===== config.mk =====
export PLATFORM = sky130hd
export DESIGN_NAME = morse_code_transmitter
export DESIGN_NICKNAME = d
export VERILOG_FILES = /design/src/rtl/morse_code_transmitter.sv
export SDC_FILE = /design/constraint.sdc
export NUM_CORES = 1
export LEC_CHECK = 0
export BUFFER_PORTS_ARGS = -buffer_cell sky130_fd_sc_hd__buf_4
export CORE_MARGIN = 3
export CORE_UTILIZATION = 43
export CTS_CLUSTER_SIZE = 24
export DETAILED_ROUTE_END_ITERATION = 16
export PLACE_DENSITY = 0.72
export SETUP_SLACK_MARGIN = 0.02
export SYNTH_ARGS = -nofsm -noshare
export SYNTH_HDL_FRONTEND = slang
export SYNTH_SLANG_ARGS = --single-unit
export TNS_END_PERCENT = 100

===== constraint.sdc =====
create_clock -name CLOCK_50 -period 2.29 [get_ports CLOCK_50]
set_clock_uncertainty 0.15 [all_clocks]
set_input_delay 0 -clock CLOCK_50 [delete_from_list [all_inputs] [get_ports CLOCK_50]]
set_output_delay 0 -clock CLOCK_50 [all_outputs]
set_load 0.05 [all_outputs]

===== src/rtl/morse_code_transmitter.sv =====
// Morse keyer: sends up to MAX_SYMS dot/dash symbols per letter on led with unit timing from CLOCK_50.
// Optional inter-letter spacing state is enabled by defining MORSE_LETTER_GAP_EN.
module morse_code_transmitter #(
   parameter int unsigned MAX_SYMS         = 4,
   parameter int unsigned LEN_W            = 3,
   parameter int unsigned CLK_DIV          = 25000000,
   parameter int unsigned DASH_UNITS       = 3,
   parameter int unsigned GAP_UNITS        = 1,
   parameter int unsigned LETTER_GAP_UNITS = 3
) (
   input  logic                CLOCK_50,
   input  logic                resetn,
   input  logic                start,
   input  logic [MAX_SYMS-1:0] pattern_in,
   input  logic [LEN_W-1:0]    length_in,
   output logic                ready,
   output logic                busy,
   output logic                led,
   output logic                done
);

   localparam int unsigned CNT_W     = (CLK_DIV > 1) ? $clog2(CLK_DIV) : 1;
   localparam int unsigned MAX_UNITS =
      (DASH_UNITS > GAP_UNITS) ?
         ((DASH_UNITS > LETTER_GAP_UNITS) ? DASH_UNITS : LETTER_GAP_UNITS) :
         ((GAP_UNITS > LETTER_GAP_UNITS) ? GAP_UNITS : LETTER_GAP_UNITS);
   localparam int unsigned UNIT_W    = $clog2(MAX_UNITS + 1);

   localparam logic [CNT_W-1:0]  CNT_LAST  = CNT_W'(CLK_DIV - 1);
   localparam logic [UNIT_W-1:0] DOT_LAST  = '0;
   localparam logic [UNIT_W-1:0] DASH_LAST = UNIT_W'(DASH_UNITS - 1);
   localparam logic [UNIT_W-1:0] GAP_LAST  = UNIT_W'(GAP_UNITS - 1);
   localparam logic [LEN_W-1:0]  MAX_LEN   = LEN_W'(MAX_SYMS);

`ifdef MORSE_LETTER_GAP_EN
   localparam logic [UNIT_W-1:0] LGAP_LAST = UNIT_W'(LETTER_GAP_UNITS - 1);
   typedef enum logic [1:0] {StIdle, StMark, StGap, StLgap} state_e;
`else
   typedef enum logic [1:0] {StIdle, StMark, StGap} state_e;
`endif

   state_e              state_q, state_d;
   logic [CNT_W-1:0]    cnt_q, cnt_d;
   logic [UNIT_W-1:0]   ucnt_q, ucnt_d;
   logic [MAX_SYMS-1:0] shreg_q, shreg_d;
   logic [LEN_W-1:0]    idx_q, idx_d;
   logic [LEN_W-1:0]    len_q, len_d;
   logic                led_q, led_d;
   logic                ready_q, ready_d;
   logic                busy_q, busy_d;
   logic                done_q, done_d;

   logic                tick;
   logic                unit_done;
   logic                more_syms;
   logic [UNIT_W-1:0]   unit_last;
   logic [LEN_W-1:0]    eff_len;

   always_comb begin
      eff_len   = (length_in > MAX_LEN) ? MAX_LEN : length_in;
      tick      = (cnt_q == CNT_LAST);
      more_syms = ({1'b0, idx_q} + {{LEN_W{1'b0}}, 1'b1}) < {1'b0, len_q};

      unit_last = '0;
      unique case (state_q)
         StMark:  unit_last = shreg_q[0] ? DASH_LAST : DOT_LAST;
         StGap:   unit_last = GAP_LAST;
`ifdef MORSE_LETTER_GAP_EN
         StLgap:  unit_last = LGAP_LAST;
`endif
         default: unit_last = '0;
      endcase
      unit_done = tick && (ucnt_q == unit_last);
   end

   always_comb begin
      state_d = state_q;
      cnt_d   = cnt_q;
      ucnt_d  = ucnt_q;
      shreg_d = shreg_q;
      idx_d   = idx_q;
      len_d   = len_q;
      led_d   = led_q;
      ready_d = ready_q;
      busy_d  = busy_q;
      done_d  = 1'b0;

      // Unit timer free-runs in every non-idle state; each state entry below restarts it.
      if (state_q != StIdle) begin
         if (tick) begin
            cnt_d  = '0;
            ucnt_d = ucnt_q + UNIT_W'(1);
         end else begin
            cnt_d  = cnt_q + CNT_W'(1);
         end
      end

      unique case (state_q)
         StIdle: begin
            if (start && ready_q) begin
               shreg_d = pattern_in;
               len_d   = eff_len;
               idx_d   = '0;
               cnt_d   = '0;
               ucnt_d  = '0;
               if (eff_len == '0) begin
`ifdef MORSE_LETTER_GAP_EN
                  state_d = StLgap;
                  ready_d = 1'b0;
                  busy_d  = 1'b1;
`else
                  done_d  = 1'b1;
`endif
               end else begin
                  state_d = StMark;
                  led_d   = 1'b1;
                  ready_d = 1'b0;
                  busy_d  = 1'b1;
               end
            end
         end

         StMark: begin
            if (unit_done) begin
               cnt_d  = '0;
               ucnt_d = '0;
               led_d  = 1'b0;
               if (more_syms) begin
                  shreg_d = shreg_q >> 1;
                  idx_d   = idx_q + LEN_W'(1);
                  state_d = StGap;
               end else begin
`ifdef MORSE_LETTER_GAP_EN
                  state_d = StLgap;
`else
                  state_d = StIdle;
                  ready_d = 1'b1;
                  busy_d  = 1'b0;
                  done_d  = 1'b1;
`endif
               end
            end
         end

         StGap: begin
            if (unit_done) begin
               cnt_d   = '0;
               ucnt_d  = '0;
               led_d   = 1'b1;
               state_d = StMark;
            end
         end

`ifdef MORSE_LETTER_GAP_EN
         StLgap: begin
            if (unit_done) begin
               cnt_d   = '0;
               ucnt_d  = '0;
               state_d = StIdle;
               ready_d = 1'b1;
               busy_d  = 1'b0;
               done_d  = 1'b1;
            end
         end
`endif

         default: state_d = StIdle;
      endcase
   end

   always_ff @(posedge CLOCK_50 or negedge resetn) begin
      if (!resetn) begin
         state_q <= StIdle;
         cnt_q   <= '0;
         ucnt_q  <= '0;
         shreg_q <= '0;
         idx_q   <= '0;
         len_q   <= '0;
         led_q   <= 1'b0;
         ready_q <= 1'b1;
         busy_q  <= 1'b0;
         done_q  <= 1'b0;
      end else begin
         state_q <= state_d;
         cnt_q   <= cnt_d;
         ucnt_q  <= ucnt_d;
         shreg_q <= shreg_d;
         idx_q   <= idx_d;
         len_q   <= len_d;
         led_q   <= led_d;
         ready_q <= ready_d;
         busy_q  <= busy_d;
         done_q  <= done_d;
      end
   end

   assign ready = ready_q;
   assign busy  = busy_q;
   assign led   = led_q;
   assign done  = done_q;

endmodule

======== Word level (Yosys, flattened, before mapping) ========
Index checks and enable logic that the tools add are counted.
storage, ports and cells
  bits in registers ....................... 43
  input port bits ......................... 10
  output and inout bits ................... 4
  logic and storage cells ................. 84
operators by class
  add/subtract/negate cells ............... 4
  $lt $le $gt $ge ......................... 2
  eq/ne operators ......................... 10
  multiplexer cells ....................... 45
  reduce and logical (&&, ||, !) cells .... 13
operators with widths
  operator                 number
  $mux W25                 4
  $pmux W25 S2             1
  $add A25 B1 Y25 const B  1
  $eq A25 B25 Y1 const B   1
  $mux W2                  11
  $mux W1                  14
  $mux W3                  4
  $mux W4                  3
  $ne A2 B2 Y1 const B     6
  $reduce_and A5 Y1        2
  $pmux W4 S2              1
  $reduce_and A4 Y1        2
  $pmux W1 S2              3
  $pmux W2 S3              1
  $pmux W3 S2              1
  $add A3 B1 Y4 const B    1
  $lt A4 B3 Y1             1
  $pmux W2 S2              1
  $reduce_bool A2 Y1       2
  $add A3 B1 Y3 const B    1
  $gt A3 B3 Y1 const B     1
  $logic_not A3 Y1         1
  $pmux W1 S3              1
  $reduce_bool A3 Y1       1
  other kinds (8)          9

======== Depth between registers and ports, before layout ========
  depth after elaboration ................. 6
  gate-level depth with buffers ........... 9
  mapped depth without buffers ............ 9

======== Worst setup path after synthesis ========
OpenSTA, ideal clock, no wires.
  path type ............................... register to register
  start ................................... register idx_q[0]
  end ..................................... register shreg_q[0]
  library setup time ...................... 0.094 ns
  arrival time ............................ 2.134 ns
  data required time ...................... 2.046 ns
  setup slack ............................. -0.088 ns
  stages on the path, launching flop included .. 10
  path buffers ............................ 0
  clock period less this slack ............ 2.378 ns
  cells stage by stage .................... dfrtp_1 > ha_1 > xor2_1 > ha_1 > a21oi_1 > o211a_1 > nand4_1 > nand2_1 > o21ai_0 > a221oi_2
on the way
  cells in the longest elaborated chain, start to end .. 4
RTL lines
  item                         RTL line  text
  from (decl)                  46        logic [LEN_W-1:0] idx_q, idx_d;
  from (signal assigned)       188       idx_q <= idx_d;
  $add A3 B1 Y4                62        more_syms = ({1'b0, idx_q} + {{LEN_W{1'b0}}, 1'b1}) < {1'b0, len_q};
  $lt A4 B3 Y1                 62
  $ne A2 B2 Y1 (no line)       -
  $reduce_and A4 Y1 (no line)  -
  to (signal assigned)         187       shreg_q <= shreg_d;
  to (decl)                    45        logic [MAX_SYMS-1:0] shreg_q, shreg_d;
No other way between the ends.
A chain may end at the register's enable or synchronous reset.

======== Worst setup path after layout ========
  start ................................... register idx_q[1]
  end ..................................... register shreg_q[1]
The elaborated chain is that of the path after synthesis.

==> flow_summary_export.csv <==
group,metric,value,unit
global_routing,grt_pass1_wl,9880,um
sta,finalSetupTns,0,ns
cts,cts.sinks,43,
sta,layout_min_cycle_time,2.28,ns
cts,numCtsBuffers,5,
yosys,syn_area_per_cell,9.47,um2
worst_setup_path,crit_arrival,2.34,ns
sta,drv_slew,0,
place,hpwlAfterDp,4080,um
yosys,netlist_instances,285,
status,status,"finished, final reports clean",
drt,drt-total-wl,5860,um
cells_and_area,layout.cells.non_filler,407,
worst_setup_path,required,2.35,ns
worst_setup_path,crit_fanout,5,
worst_hold_path,worstHoldPathCells,3,
cells_and_area,nFillCells,531,
yosys,ys_types,61,
sta,worst_pin_slew,0.553,ns
cells_and_area,drive_above_1_share,24.7,%
drt,route.met2.wl,2870,um
drt,route.met3.wl,142,um
drt,wl_met1,2790,um
yosys,yosys_warnings,0,
floorplanning,row_count,28,
drt,drt_iter0_drc,182,
floorplanning,coreArea,5990,um2
worst_setup_path,reg2reg_depth,8,
worst_hold_path,min_path_type,"in -> reg",
drt,routed-via-count,2292,
yosys,synth_edf_count,0,
yosys,netlist_area,2700,um2
cts,cts_tree,"yes",
place,gp_congestion,0.870,
sta,setup_viol,0,
global_routing,antenna_found_initial,0,
pwr,p_leak,0.00146,uW
global_routing,grt_overflow,0,
sta,relSlewSlack,63.1,%
worst_setup_path,path_class,"reg -> reg",
yosys,synth_nets,303,
floorplanning,die_w,85.2,um
worst_setup_path,reg2reg_slack,0.007,ns
drt,viasPerCell,5.63,
cts,cts_buffer_depth,2,
global_routing,grt_pass1_vias,2171,
worst_setup_path,rr_startpoint,"idx_q[1]",
drt,drc,0,
worst_setup_path,end_kind,"register",
floorplanning,start_util,45.0,%
sta,rsz0062_at_grt,"yes",
floorplanning,die_y,85.2,um
cts,cts_root_buf,"clkbuf_8",
drt,dr.pass1.iters,5,
yosys,synth_seq_cells,43,
sta,hold_viol,0,
worst_hold_path,hp-start,"pattern_in[0]",
drt,drt-wirelength-per-cell,14.4,um
place,place.port_buffers,13,
job,cap_violations,0,
sta,max_freq,438,MHz
pwr,vdd_drop_max,387,uV
cells_and_area,antenna_cells,0,
drt,postRouteAntennaNets,0,
cts,clk_pin_slew_worst_paths,0.09,ns
cells_and_area,area.growth.synth_to_final,21.1,%
cells_and_area,layout.nets,349,
worst_setup_path,r2r_end,"shreg_q[1]",
yosys,ys.flop_type,"dfrtp_1",
floorplanning,die-area,7260,um2
worst_setup_path,cp-start-kind,"register",
worst_hold_path,min_to,"shreg_q[0]",
sta,finalCritPeriodShare,99.7,%
yosys,synthArstFlopShare,100,%
place,dpl.cell_count,385,
yosys,ys_seq_area_share,39.9,%
cts,h-tree-depth,2,
global_routing,grt_max_degree,44,
drt,top_layer,"met4",
cts,clk_latency,0.30,ns
pwr,power.density,926,nW/um2
floorplanning,ios,14,
global_routing,grt_usage,16.3,%
-- cells in the mapped netlist, drive strengths merged (2+ instances only) --
| cell type | number | area [um2] |
|---|---|---|
| a211oi | 2 | 20.0 |
| a21boi | 3 | 22.5 |
| a21oi | 8 | 40.0 |
| a221oi | 3 | 38.8 |
| a31oi | 3 | 18.8 |
| and2 | 4 | 26.3 |
| and3 | 13 | 93.8 |
| and3b | 3 | 27.5 |
| and4 | 4 | 38.8 |
| and4bb | 2 | 25.0 |
| buf | 5 | 50.0 |
| clkbuf | 5 | 22.5 |
| dfrtp | 42 | 1050 |
| ha | 8 | 100 |
| inv | 11 | 41.3 |
| mux2 | 4 | 52.6 |
| mux2i | 4 | 40.0 |
| nand2 | 23 | 86.3 |
| nand2b | 3 | 18.8 |
| nand3 | 11 | 80.1 |
| nand4 | 10 | 62.6 |
| nor2 | 40 | 150 |
| nor2b | 3 | 18.8 |
| nor3 | 6 | 40.0 |
| nor4 | 2 | 12.5 |
| o21ai | 14 | 70.1 |
| o221ai | 2 | 17.5 |
| o31ai | 5 | 37.5 |
| o41ai | 2 | 17.5 |
| xnor2 | 14 | 123 |
| xor2 | 9 | 78.8 |
-- flip-flops by register name (all words and copies together) (netlist names) --
name / flops
cnt_q: 25
shreg_q: 4
idx_q: 3
len_q: 3
state_q: 2
ucnt_q: 2
busy: 1
done: 1
led: 1
ready: 1
-- report_power, final --
part           leakage [uW]  total (uW)  internal (uW)  switching, uW
Sequential         0.000569         939            844           95.1
Combinational      0.000851        1600            701            896
Clock             0.0000412         488            214            275
-- area by class of cell --
type                            instances  area [um2]  area share, %
Timing Repair Buffer                   49         408           12.5
Sequential cell                        43        1080           33.0
Clock inverter                          2        12.5          0.383
Clock buffer                            6        72.6           2.22
Inverter                               11        41.3           1.26
Tap cell                               75        93.8           2.87
Multi-Input combinational cell        221        1560           47.8
-- worst max-delay path, stage by stage, from the launching register on --
cell	delay [ns]
dfrtp_1	0.39
ha_2	0.20
xor2_1	0.16
ha_1	0.33
a21oi_2	0.14
o211a_4	0.19
nand3_4	0.10
mux2_4	0.32
a221oi_2	0.22
-- per-stage QoR --
| step | hold slack, ns | power (uW) | worst slack, ns | area (um2) | util (%) |
|---|---|---|---|---|---|
| 4_1_cts | 0.0188 | 2910 | -0.0763 | 3180 | 53.1 |
| 2_1_floorplan | -0.446 | 1970 | -0.00677 | 2700 | - |
| 5_1_grt | 0.0313 | 3240 | -0.0863 | 3270 | 54.5 |
| 3_5_place_dp | -0.119 | 2390 | -0.0800 | 3000 | 50.0 |
| 3_3_place_gp | -0.128 | 2370 | 0.0207 | 3000 | 50.0 |
| 6_report | 0.0230 | 3020 | 0.00680 | 3270 | 54.5 |
-- cell usage in the layout (no fill, tap or decap), drive strengths merged, types with 2 or more instances in the layout --
master / count
dfrtp: 42
buf: 41
nor2: 40
nand2: 23
xnor2: 14
o21ai: 14
and3: 13
inv: 11
nand3: 11
nand4: 10
xor2: 9
dlygate4sd3: 8
a21oi: 8
ha: 8
clkbuf: 6
nor3: 6
o31ai: 5
mux2i: 4
and2: 4
and4: 4
mux2: 4
a21boi: 3
nor2b: 3
a31oi: 3
and3b: 3
a221oi: 3
nand2b: 3
and4bb: 2
o41ai: 2
nor4: 2
o221ai: 2
a211oi: 2
-- metal layers --
metal	vias up	track usage [%]
li1	1121	-
met1	1121	22.2
met2	44	27.6
met3	6	2.33
met4	0	3.31
met5	-	0
-- logic make-up (layout without fill, tap and decap cells) --
logic type	Yosys count	count (layout)	synth area share [%]
simple gates	130	130	27.5
buf+inv	21	68	4.22
fa+ha+maj	8	8	3.71
mux	8	8	3.43
flops	43	43	39.9
xor+xnor	23	23	7.47
compound gates	52	52	13.7
-- worst max-delay path by stage --
stage | depth (start not counted) | startpoint | end | slack [ns]
2_1_floorplan | 8 | idx_q[0] | shreg_q[0] | -0.007
3_3_place_gp | 8 | idx_q[1] | shreg_q[0] | 0.02
3_5_place_dp | 10 | idx_q[1] | shreg_q[1] | -0.08
4_1_cts | 8 | idx_q[1] | shreg_q[1] | -0.08
5_1_grt | 8 | idx_q[1] | shreg_q[1] | -0.09
6_report | 8 | idx_q[1] | shreg_q[1] | 0.007
-- timing repair --
action                                 CTS  global route
pin swaps                                3             5
gates resized for setup                  4            13
hold buffers                             8             0
gates cloned                             0             0
setup endpoints to repair                6            19
endpoints found under the hold margin   49             0
setup buffers                            1             5
Power figures use the tool's default switching activity.
